[src/rtl/kftvga_text_pkg.sv]
// Shared types and widths for the KFTVGA text console front-end.
// Command/state encodings, default geometry and bus address widths.
package kftvga_text_pkg;

   localparam int DEF_COLUMNS = 80;
   localparam int DEF_ROWS    = 60;

   localparam int COL_W  = 7;
   localparam int ROW_W  = 6;
   localparam int CELL_W = 13;
   localparam int ADDR_W = 14;

   typedef enum logic [1:0] {
      CMD_PUT        = 2'b00,
      CMD_SET_CURSOR = 2'b01,
      CMD_CLEAR      = 2'b10,
      CMD_NEWLINE    = 2'b11
   } cmd_e;

   typedef enum logic [2:0] {
      ST_IDLE,
      ST_CHAR_WR,
      ST_CHAR_HOLD,
      ST_ATTR_WR,
      ST_ATTR_HOLD
   } state_e;

endpackage

[src/rtl/kftvga_cursor.sv]
// Cursor keeper: separate col/row registers with wrap, clamp and newline,
// plus the registered linear cell index row*COLUMNS+col.
module kftvga_cursor
   import kftvga_text_pkg::*;
#(
   parameter int COLUMNS = DEF_COLUMNS,
   parameter int ROWS    = DEF_ROWS
) (
   input  logic              clock,
   input  logic              reset_n,
   input  logic              home,
   input  logic              set_en,
   input  logic [COL_W-1:0]  set_col,
   input  logic [ROW_W-1:0]  set_row,
   input  logic              newline,
   input  logic              advance,
   output logic [CELL_W-1:0] cursor
);

   localparam logic [COL_W-1:0]  LAST_COL = COL_W'(COLUMNS - 1);
   localparam logic [ROW_W-1:0]  LAST_ROW = ROW_W'(ROWS - 1);
   localparam logic [CELL_W-1:0] COLS_C   = CELL_W'(COLUMNS);

   logic [COL_W-1:0]  col_q, col_d;
   logic [ROW_W-1:0]  row_q, row_d;
   logic [CELL_W-1:0] cursor_q, cursor_d;
   logic [ROW_W-1:0]  row_inc;

   assign row_inc = (row_q == LAST_ROW) ? '0 : row_q + 1'b1;

   always_comb begin
      col_d = col_q;
      row_d = row_q;
      unique case (1'b1)
         home: begin
            col_d = '0;
            row_d = '0;
         end
         set_en: begin
            col_d = (set_col > LAST_COL) ? LAST_COL : set_col;
            row_d = (set_row > LAST_ROW) ? LAST_ROW : set_row;
         end
         newline: begin
            col_d = '0;
            row_d = row_inc;
         end
         advance: begin
            if (col_q == LAST_COL) begin
               col_d = '0;
               row_d = row_inc;
            end else begin
               col_d = col_q + 1'b1;
            end
         end
         default: ;
      endcase
   end

   // Index is built from the next col/row so it lands on the same edge.
   assign cursor_d = CELL_W'(row_d) * COLS_C + CELL_W'(col_d);

   always_ff @(negedge clock or negedge reset_n) begin
      if (!reset_n) begin
         col_q    <= '0;
         row_q    <= '0;
         cursor_q <= '0;
      end else begin
         col_q    <= col_d;
         row_q    <= row_d;
         cursor_q <= cursor_d;
      end
   end

   assign cursor = cursor_q;

endmodule

[src/rtl/kftvga_text_writer.sv]
// Text console command sequencer driving the KFTVGA byte-wide host bus.
// Optional full-screen clear when KFTVGA_TEXT_WRITER_CLEAR_EN is defined.
module kftvga_text_writer
   import kftvga_text_pkg::*;
#(
   parameter int COLUMNS = DEF_COLUMNS,
   parameter int ROWS    = DEF_ROWS
) (
   input  logic              clock,
   input  logic              reset_n,
   input  logic              req_valid,
   output logic              req_ready,
   input  logic [1:0]        req_cmd,
   input  logic [7:0]        req_char,
   input  logic [7:0]        req_color,
   input  logic [COL_W-1:0]  req_col,
   input  logic [ROW_W-1:0]  req_row,
   output logic              busy,
   output logic [CELL_W-1:0] cursor,
   output logic              chip_select_n,
   output logic              write_enable_n,
   output logic              read_enable_n,
   output logic [ADDR_W-1:0] address,
   output logic [7:0]        write_data
);

   state_e            state_q, state_d;
   logic              cs_n_q, cs_n_d;
   logic              we_n_q, we_n_d;
   logic [ADDR_W-1:0] addr_q, addr_d;
   logic [7:0]        wdata_q, wdata_d;
   logic [7:0]        color_q, color_d;
   logic              home, set_en, newline, advance;

`ifdef KFTVGA_TEXT_WRITER_CLEAR_EN
   localparam logic [CELL_W-1:0] LAST_CELL = CELL_W'(COLUMNS * ROWS - 1);
   logic              clearing_q, clearing_d;
   logic [CELL_W-1:0] clr_cnt_q, clr_cnt_d;
   logic [CELL_W-1:0] clr_nxt;
   assign clr_nxt = clr_cnt_q + 1'b1;
`endif

   always_comb begin
      state_d = state_q;
      cs_n_d  = 1'b1;
      we_n_d  = 1'b1;
      addr_d  = addr_q;
      wdata_d = wdata_q;
      color_d = color_q;
      home    = 1'b0;
      set_en  = 1'b0;
      newline = 1'b0;
      advance = 1'b0;
`ifdef KFTVGA_TEXT_WRITER_CLEAR_EN
      clearing_d = clearing_q;
      clr_cnt_d  = clr_cnt_q;
`endif
      unique case (state_q)
         ST_IDLE: begin
            if (req_valid) begin
               unique case (cmd_e'(req_cmd))
                  CMD_PUT: begin
                     color_d = req_color;
                     state_d = ST_CHAR_WR;
                     cs_n_d  = 1'b0;
                     we_n_d  = 1'b0;
                     addr_d  = {cursor, 1'b0};
                     wdata_d = req_char;
                  end
                  CMD_SET_CURSOR: set_en  = 1'b1;
                  CMD_NEWLINE:    newline = 1'b1;
                  CMD_CLEAR: begin
`ifdef KFTVGA_TEXT_WRITER_CLEAR_EN
                     clearing_d = 1'b1;
                     clr_cnt_d  = '0;
                     color_d    = req_color;
                     state_d    = ST_CHAR_WR;
                     cs_n_d     = 1'b0;
                     we_n_d     = 1'b0;
                     addr_d     = '0;
                     wdata_d    = 8'h00;
`endif
                  end
                  default: ;
               endcase
            end
         end
         ST_CHAR_WR: begin
            state_d = ST_CHAR_HOLD;
            cs_n_d  = 1'b0;
         end
         ST_CHAR_HOLD: begin
            state_d = ST_ATTR_WR;
            cs_n_d  = 1'b0;
            we_n_d  = 1'b0;
            addr_d  = {addr_q[ADDR_W-1:1], 1'b1};
            wdata_d = color_q;
         end
         ST_ATTR_WR: begin
            state_d = ST_ATTR_HOLD;
            cs_n_d  = 1'b0;
         end
         ST_ATTR_HOLD: begin
`ifdef KFTVGA_TEXT_WRITER_CLEAR_EN
            if (clearing_q) begin
               if (clr_cnt_q == LAST_CELL) begin
                  state_d    = ST_IDLE;
                  clearing_d = 1'b0;
                  home       = 1'b1;
               end else begin
                  clr_cnt_d = clr_nxt;
                  state_d   = ST_CHAR_WR;
                  cs_n_d    = 1'b0;
                  we_n_d    = 1'b0;
                  addr_d    = {clr_nxt, 1'b0};
                  wdata_d   = 8'h00;
               end
            end else begin
               state_d = ST_IDLE;
               advance = 1'b1;
            end
`else
            state_d = ST_IDLE;
            advance = 1'b1;
`endif
         end
         default: state_d = ST_IDLE;
      endcase
   end

   always_ff @(negedge clock or negedge reset_n) begin
      if (!reset_n) begin
         state_q <= ST_IDLE;
         cs_n_q  <= 1'b1;
         we_n_q  <= 1'b1;
         addr_q  <= '0;
         wdata_q <= '0;
         color_q <= '0;
      end else begin
         state_q <= state_d;
         cs_n_q  <= cs_n_d;
         we_n_q  <= we_n_d;
         addr_q  <= addr_d;
         wdata_q <= wdata_d;
         color_q <= color_d;
      end
   end

`ifdef KFTVGA_TEXT_WRITER_CLEAR_EN
   always_ff @(negedge clock or negedge reset_n) begin
      if (!reset_n) begin
         clearing_q <= 1'b0;
         clr_cnt_q  <= '0;
      end else begin
         clearing_q <= clearing_d;
         clr_cnt_q  <= clr_cnt_d;
      end
   end
`endif

   kftvga_cursor #(
      .COLUMNS (COLUMNS),
      .ROWS    (ROWS)
   ) u_cursor (
      .clock   (clock),
      .reset_n (reset_n),
      .home    (home),
      .set_en  (set_en),
      .set_col (req_col),
      .set_row (req_row),
      .newline (newline),
      .advance (advance),
      .cursor  (cursor)
   );

   assign req_ready      = (state_q == ST_IDLE);
   assign busy           = (state_q != ST_IDLE);
   assign chip_select_n  = cs_n_q;
   assign write_enable_n = we_n_q;
   assign read_enable_n  = 1'b1;
   assign address        = addr_q;
   assign write_data     = wdata_q;

endmodule

[config.mk]
export PLATFORM = sky130hd
export DESIGN_NAME = kftvga_text_writer
export DESIGN_NICKNAME = d
export VERILOG_FILES = /design/src/rtl/kftvga_text_pkg.sv /design/src/rtl/kftvga_cursor.sv /design/src/rtl/kftvga_text_writer.sv
export SDC_FILE = /design/constraint.sdc
export NUM_CORES = 1
export LEC_CHECK = 0
export CAP_MARGIN = 40
export CORE_MARGIN = 2
export CORE_UTILIZATION = 53
export DETAILED_ROUTE_END_ITERATION = 10
export GPL_TIMING_DRIVEN = 0
export PLACE_DENSITY_LB_ADDON = 0.1
export SYNTH_ARGS = -nofsm -noshare
export SYNTH_HDL_FRONTEND = slang
export SYNTH_SLANG_ARGS = --single-unit
[constraint.sdc]
create_clock -name clock -period 8.35 [get_ports clock]
set_clock_uncertainty 0.15 [all_clocks]
set_input_delay 1.67 -clock clock [delete_from_list [all_inputs] [get_ports clock]]
set_output_delay 1.67 -clock clock [all_outputs]
set_load 0.03 [all_outputs]
; Yosys cells after proc, flatten, opt, wreduce, memory -nomap -nowiden
; Index checks and enable logic that the tools add are counted.
[word_totals]
register_bits = 61
word_cells = 63
[classes]
mul = 1
n_eq_ne = 10
addsub = 3
magnitude_cmp = 2
bitwise = 1
reduce_logical = 9
n_mux = 27
[ops]
columns = cell, n
row1 = two-way mux 14 bit, 2
row2 = case mux 14 bit (2 select lines), 1
row3 = case mux 7 bit (3 select lines), 1
row4 = two-way mux 6 bit, 3
row5 = case mux 6 bit (3 select lines), 1
row6 = two-way mux 8 bit, 2
row7 = case mux 8 bit (2 select lines), 1
row8 = two-way mux 7 bit, 2
row9 = adder 13 x 7 -> 13 bit, 1
row10 = case mux 3 bit (4 select lines), 1
row11 = "multiplier 6 x 3 -> 9 bit, second input constant", 1
row12 = two-way mux 1 bit, 9
row13 = "adder 7 x 1 -> 7 bit, second input constant", 1
row14 = "equality test 7 bit, second input constant", 1
row15 = "greater-than comparator 7 bit, second input constant", 1
row16 = "adder 6 x 1 -> 6 bit, second input constant", 1
row17 = "equality test 3 x 2 -> 1 bit, second input constant", 2
row18 = "equality test 6 bit, second input constant", 1
row19 = "greater-than comparator 6 bit, second input constant", 1
row20 = two-way mux 3 bit, 2
row21 = AND reduction 3 bit, 2
row22 = case mux 1 bit (2 select lines), 2
row23 = AND reduction 4 bit, 1
row24 = "equality test 3 x 1 -> 1 bit, second input constant", 1
row25 = other kinds (12), 12

; Logic depth before layout (Yosys ltp)
; Gate-level depths: netlist of the first run.
[depth]
ltp_word = 7
depth_mapped = 16
depth_no_buf = 15

; Cells and area by module
; Synthesis of the first run repeated with hierarchy kept, for this count alone.
[unflattened]
hier_cells = 255
hier_area_um2 = 2985.4
[modules_own_cells]
columns = mod, area_per_inst_um2, cells_per_inst, seq_area_each_um2, instances
row1 = kftvga_cursor, 1537.7, 155, 550.5, 1
row2 = kftvga_text_writer, 1447.6, 100, 878.3, 1

==> results.md, run 1 <==
- Status: complete, but fails checks
- Failing checks: negative setup slack
- Crit path max fanout: 4
- Vias: 2601
- Synth Instances: 306
- I/O Buffers: 72
- CTS tree: done
- Final Total Pwr: 1.69 mW
- Clock sink count: 57
- Yosys warnings: 0
- Remaining DRCs: 0
- Slew Viols, Final: 0
- Site Rows: 27
- Htree depth: 3
- Synth unique cells: 54
- Hold Slack: 0.265 ns
- Clock root cell: clkbuf_8
- Hold wc startpoint: u_cursor.cursor[5]
- Synthesized area: 2940 sq um
- FF-to-FF path depth: 15
- Area Growth Syn to Fin: 45.3%
- Starting DRC count in detailed routing: 218
- DIE AREA: 6150 sq um
- Fin. Hold Viols: 0
- CORE AREA: 5440 sq um
- Sequential share of the synthesized area: 48.6%
- Arrival time worst endpoint: 4.49 ns
- Cell with the most instances after synthesis: nand2_1
- Reg-to-reg endpoint: u_cursor.cursor[11]
- Post-DR wirelength/cell: 15.1 um
- Setup crit start kind: input pin
- Synth area leader: dfrtn_1
- Crit path max-delay family: adder cells
- Final core occ: 78.5%
- Total routed wirelength: 7220 um
- CP max stage delay: 0.44 ns
- CP cell instances: buf_8 > buf_6 > nand4_1 > nand2_2 > nand4_1 > o211ai_1 > ha_1 > ha_2 > inv_2 > fa_2 > nand4b_1 > a2111oi_4 > xnor2_1 > xnor2_1
- Drt first pass iters: 5
- Total congestion overflow: 0
- Inserted Clock Buffers: 9
- Register bit total from synthesis: 57
- Measured slew at the worst slew-check pin: 0.847 ns
- Syn Nets: 355
- Max Cap Viol: 0
- Worst rel slew slack: 43.2%
- Avg Vias per Cell: 5.43
- Die height: 78.5 um
- Initial antenna violation count: 0
- Hold Path Sink: address[6]
- Final WS setup: -0.304 ns
- Synth top area share: 46.8%
- First-pass GRT wire length: 11400 um
- Pwr/cell area: 396 nW/um^2
- Vias in the first global route: 2526
- Hold path cells: 2
- Crit path kind: in2reg
- Io pins: 74
- Min-Delay Path Class: reg2reg
- Ys async rst share: 100%
- Post-synth EDFFs: 0
- Initial Util: 54.0%
- Largest net degree at the start of global routing: 34
- Antenna Violating Nets Remaining: 0
- HPWL Detailed: 4860 um
- # diodes: 0
- Clock Pin Slew Worst Setup and Hold Paths: 0.04 ns
- Critical Path Sink Type: flop
- Layout cells sized above 1: 19.2%
- Clock Tree Buf Depth: 2
- Total track usage: 23.9%
- Syn Area/Cell: 9.60 sq um
- Max rail drop VDD: 0.301 mV
- Post-synth top cells: nand2_1, dfrtn_1, inv_1, ha_1, o21ai_0
- Post-route setup TNS: -0.304 ns
- Worst R2R Setup Slack: 4.36 ns
- Fin nets: 452
- Pre-CTS setup slack: -1.15 ns
- Skew-Pair Late Insertion Delay: 0.32 ns
- Required time of the critical path: 4.18 ns
- Pleak: 1.98 nW
- Setup violations, final: 1
- Ys flop type: dfrtn_1
- Slowest-stage cell, CP: fa_2
- GP Congestion: 0.876
- Synth area leaders: dfrtn_1, nand2_1, ha_1, a222oi_1, inv_1
- RSZ-0062 raised after global routing: true
- Crit path buffers/inverters: 3
- DIE WIDTH: 78.5 um
[how the worst max path moves through the flow]
stage               startpoint                   to  slack (ns)  depth (start not counted)
finish              req_cmd[1]  u_cursor.cursor[11]       -0.30                         14
global route        req_cmd[1]  u_cursor.cursor[11]       -0.44                         14
CTS                 req_cmd[1]  u_cursor.cursor[11]       -0.26                         14
detailed placement   req_valid  u_cursor.cursor[11]       -1.15                         14
global placement     req_valid  u_cursor.cursor[11]       -1.07                         14
floorplan            req_valid  u_cursor.cursor[11]       -0.30                         13
[logic make-up (layout without fill, tap and decap cells)]
group	after synthesis	count (layout)	synth area share, %
simple gates	125	125	20.3
compound gates	62	62	15.0
flops	57	57	48.6
buf+inv	35	136	5.66
fa+ha+maj	15	15	6.90
xor+xnor	9	9	2.68
mux	2	2	0.681
other cells	1	1	0.128
[worst reg2reg max path: cells and delay by family (launching register included)]
kind,cells,cell delay [ns]
adders and majority gates,4,1.20
AOI/OAI and AO/OA,4,0.93
and+or+nand+nor,3,0.63
DFF,1,0.50
xor gates and xnor gates,2,0.25
buffers and inverters,2,0.20
[final cells by class]
class	instances	area [sq um]
clock inverter	5	47.5
multi-input combinational	214	1530
tap	72	90.1
sequential	57	1430
clock buffer	12	155
fill	356	1170
buffer	15	95.1
inverter	19	71.3
timing repair buffer	85	856
[timing repair]
item,in CTS,in global routing
setup endpoints to repair,5,3
pin swaps,12,23
hold buffers,0,0
setup buffers,7,7
cloned,0,0
gates resized for setup,29,28
[power breakdown]
part	switching, mW	total [mW]	internal [mW]
clock network	0.106	0.259	0.153
registers	0.0888	0.499	0.410
logic	0.522	0.935	0.413
[registers in the layout (all words and copies together) (netlist names), named ones only]
signal	cells
write_data	8
u_cursor.cursor	9
u_cursor.row_q	6
state_q	3
address	14
color_q	8
chip_select_n	1
u_cursor.col_q	3
write_enable_n	1
[layer usage]
metal / part of all wire [%] / vias up / track usage [%]
li1: - / 1249 / -
met1: 44 / 1256 / 30.9
met2: 50 / 89 / 39.1
met3: 4.7 / 7 / 6.09
met4: 0.93 / 0 / 8.25
met5: 0 / - / 0
[metrics by stage]
stage	instance area, sq um	instances
2_1_floorplan	2950	306
3_5_place_dp	3780	451
4_1_cts	4080	474
6_report	4270	479
5_1_grt	4270	479
3_3_place_gp	3760	450
[cells in the final DEF, fill, tap and decap left out, drive strengths merged, types with 6 or more instances in the layout]
master,netlist,routed
clkbuf,4,17
buf,11,27
a21oi,9,9
nand3,11,11
nor2,10,10
nand2,83,83
o21ai,17,17
clkdlybuf4s50,0,67
a222oi,8,8
inv,20,21
ha,13,13
a21o,6,6
dfrtn,55,55
Note: power is estimated with default switching activity, not from simulation.
==> run 2, diff against run 1 <==
SYNTH_HIERARCHICAL = 1   (was default)
==> run 2 against run 1 <==
  * The flow still finishes with violations (negative setup slack)
  * Setup slack better by 0.17 ns
  * Cell count fell by 7.1%
  * Largest power group unchanged
  * Utilization increased by 3.2 points
  * Hold slack gained 0.015 ns
  * Flip-flop and latch count unchanged
  * Total power is 21% lower
  * Wire length rose by 3.0%
==> results.md, run 2 <==
- Status: complete, but fails checks
- Failing checks: negative setup slack
- Post-synth top cells: dfrtn_1, mux2_2, o21ai_0, ha_1, nand2_1
- Drt first pass iters: 4
- Max Cap Viol: 0
- Slew Viols, Final: 0
- Largest register FFs: 14
- Io pins: 74
- CP cell instances: buf_8 > nand3_4 > nor2_4 > or4_4 > nand3_4 > a221oi_4 > inv_2 > ha_4 > ha_4 > inv_2 > fa_2 > nor2b_2 > o21ai_2 > nand2b_1 > xnor3_1
- Reg-to-reg endpoint: u_cursor/cursor[11]
- Synth area leaders: dfrtn_1, mux2_2, ha_1, a221o_1, o21ai_0
- DIE WIDTH: 79.1 um
- Syn Area/Cell: 11.7 sq um
- Final Cell Area: 4470 sq um
- Sequential share of the synthesized area: 47.9%
- Area Growth Syn to Fin: 49.7%
- I/O Buffers: 72
- Synth area leader: dfrtn_1
- Clock sink count: 57
- Setup violations, final: 3
- Initial antenna violation count: 0
- Clock power share: 17.3%
- Cell with the most instances after synthesis: dfrtn_1
- Post-synth EDFFs: 0
- Sw Pwr: 0.519 mW
- Critical Path Sink Type: flop
- Clock Tree Buf Depth: 2
- Worst rel slew slack: 60.0%
- Commonest non-fill, non-tap cell in the layout: clkdlybuf4s50_1
- Area of the multi-input gates: 1680 sq um
- Crit path max fanout: 5
- Worst Setup EP: u_cursor/cursor[11]
- Avg Vias per Cell: 5.53
- Synth top area share: 46.1%
- Pre-CTS setup slack: -1.18 ns
- # diodes: 0
- Total routed wirelength: 7440 um
- Ys flop type: dfrtn_1
- RSZ-0062 raised after global routing: true
- Worst R2R Setup Slack: 4.34 ns
- Total congestion overflow: 0
- First-pass GRT wire length: 12500 um
- Fill count: 335
- Largest net degree at the start of global routing: 33
- Reg2reg start: state_q[2]
- Ys async rst share: 100%
- Logic pwr share: 48.3%
- Fin nets: 416
- Int Pwr: 0.818 mW
- Worst Setup SP: req_cmd[0]
- Pleak: 2.04 nW
- Min-Delay Path Class: reg2reg
- Final WS setup: -0.129 ns
- FF-to-FF path depth: 15
- Arrival time worst endpoint: 4.31 ns
- Vias: 2462
- Required time of the critical path: 4.19 ns
- Post-DR wirelength/cell: 16.7 um
- HPWL Detailed: 4820 um
- Part of the power in registers: 34.3%
- Vias in the first global route: 2572
- Setup crit start kind: input pin
- Synthesized area: 2990 sq um
- Sw Share: 38.8%
- Clock root cell: clkbuf_8
- Synth Instances: 255
- Site Rows: 27
- Htree depth: 3
- Remaining DRCs: 0
- Starting DRC count in detailed routing: 86
- Inserted Clock Buffers: 9
- Measured slew at the worst slew-check pin: 0.600 ns
- DIE AREA: 6250 sq um
- Register bit total from synthesis: 57
- Slowest-stage cell, CP: fa_2
- Pwr/cell area: 299 nW/um^2
- Initial Util: 54.5%
- Die height: 79.1 um
- Max rail drop VDD: 0.213 mV
- Layout cells sized above 1: 33.5%
- Skew-Pair Late Insertion Delay: 0.33 ns
- CTS tree: done
- Antenna Violating Nets Remaining: 0
- GP Congestion: 0.864
- Fin. Hold Viols: 0
- Register area: 1430 sq um
- Hold wc startpoint: state_q[2]
- CORE AREA: 5470 sq um
- Most frequent cells in the layout: clkdlybuf4s50_1, dfrtn_1, buf_4
- Synth unique cells: 57
- Crit path kind: in2reg
- Yosys warnings: 6
- Total track usage: 26.3%
- Final Total Pwr: 1.34 mW
- Clock Pin Slew Worst Setup and Hold Paths: 0.04 ns
- CP max stage delay: 0.43 ns
- Post-DP Area: 3890 sq um
## run 2: changes by cell type after synthesis, moves of 4 or more
| cell | delta |
|---|---|
| o21ai_1 | -4 |
| nor3_1 | +4 |
| nand2_1 | -71 |
| a222oi_1 | -8 |
| mux2_2 | +19 |
| nor2b_1 | +4 |
| a221o_1 | +8 |
| and2_1 | +7 |
| inv_1 | -8 |
## run 2: area by class of cell
cell class	count	area share [%]
clock inverters	5	0.504
repair buffers	101	21.5
multi-input cells	175	37.5
well taps	72	2.02
inverters	11	0.924
plain buffers	11	2.04
flip-flops and latches	57	32.0
clock buffers	13	3.56
## run 2: worst min path at each step
stage               cells past startpoint  slack, ns         end
detailed placement                      1       0.28  state_q[1]
global placement                        1       0.27  address[0]
floorplan                               1       0.26  state_q[1]
CTS                                     1       0.28  state_q[1]
global route                            1       0.32  color_q[4]
finish                                  1       0.28  state_q[1]
## run 2: critical path, delay by kind of cell
kind            cells  cell delay (ns)
simple gates        6             0.91
fa+ha+maj           3             0.84
compound gates      2             0.37
xor+xnor            1             0.30
buf+inv             3             0.22
## run 2: power groups by stage
| stage | clock, mW | combinational, mW | sequential [mW] |
|---|---|---|---|
| 2_1_floorplan | 0.00225 | 0.260 | 0.561 |
| 3_3_place_gp | 0.00225 | 0.570 | 0.452 |
| 3_5_place_dp | 0.00225 | 0.582 | 0.458 |
| 4_1_cts | 0.236 | 0.644 | 0.457 |
| 5_1_grt | 0.250 | 0.686 | 0.472 |
| 6_report | 0.232 | 0.646 | 0.459 |
## run 2: stage by stage
stage	TNS (ns)	std cells	util, %	hold WS, ns
2_1_floorplan	-0.644	256	-	0.259
3_3_place_gp	-23.40	400	70.9	0.271
3_5_place_dp	-6.44	401	71.1	0.281
4_1_cts	-0.0890	446	81.6	0.283
5_1_grt	-0.785	445	81.7	0.315
6_report	-0.357	445	81.7	0.280
## run 2: per-layer routing
| layer | share of wire, % | track usage, % | vias up |
|---|---|---|---|
| met4 | 1.9 | 10.2 | 0 |
| met2 | 51 | 45.2 | 88 |
| met5 | 0 | 0 | - |
| met1 | 41 | 32.7 | 1200 |
| li1 | - | - | 1157 |
| met3 | 5.5 | 5.34 | 17 |
## run 2: timing repair
action	4_1_cts	5_1_grt
setup buffers	29	1
hold endpoints to repair	0	0
gates cloned	0	0
gates resized for setup	51	4
pin swaps	18	6
hold buffers	0	0
endpoints found under the setup margin	7	5
## run 2: logic make-up (layout without fill, tap and decap cells)
family | Yosys count | in the layout | synth area share (%)
flops | 57 | 57 | 47.9
compound gates | 57 | 57 | 14.8
mux | 22 | 22 | 8.51
simple gates | 68 | 68 | 14.0
buf+inv | 24 | 141 | 4.61
fa+ha+maj | 14 | 14 | 6.37
xor+xnor | 11 | 11 | 3.69
other cells | 2 | 3 | 0.252
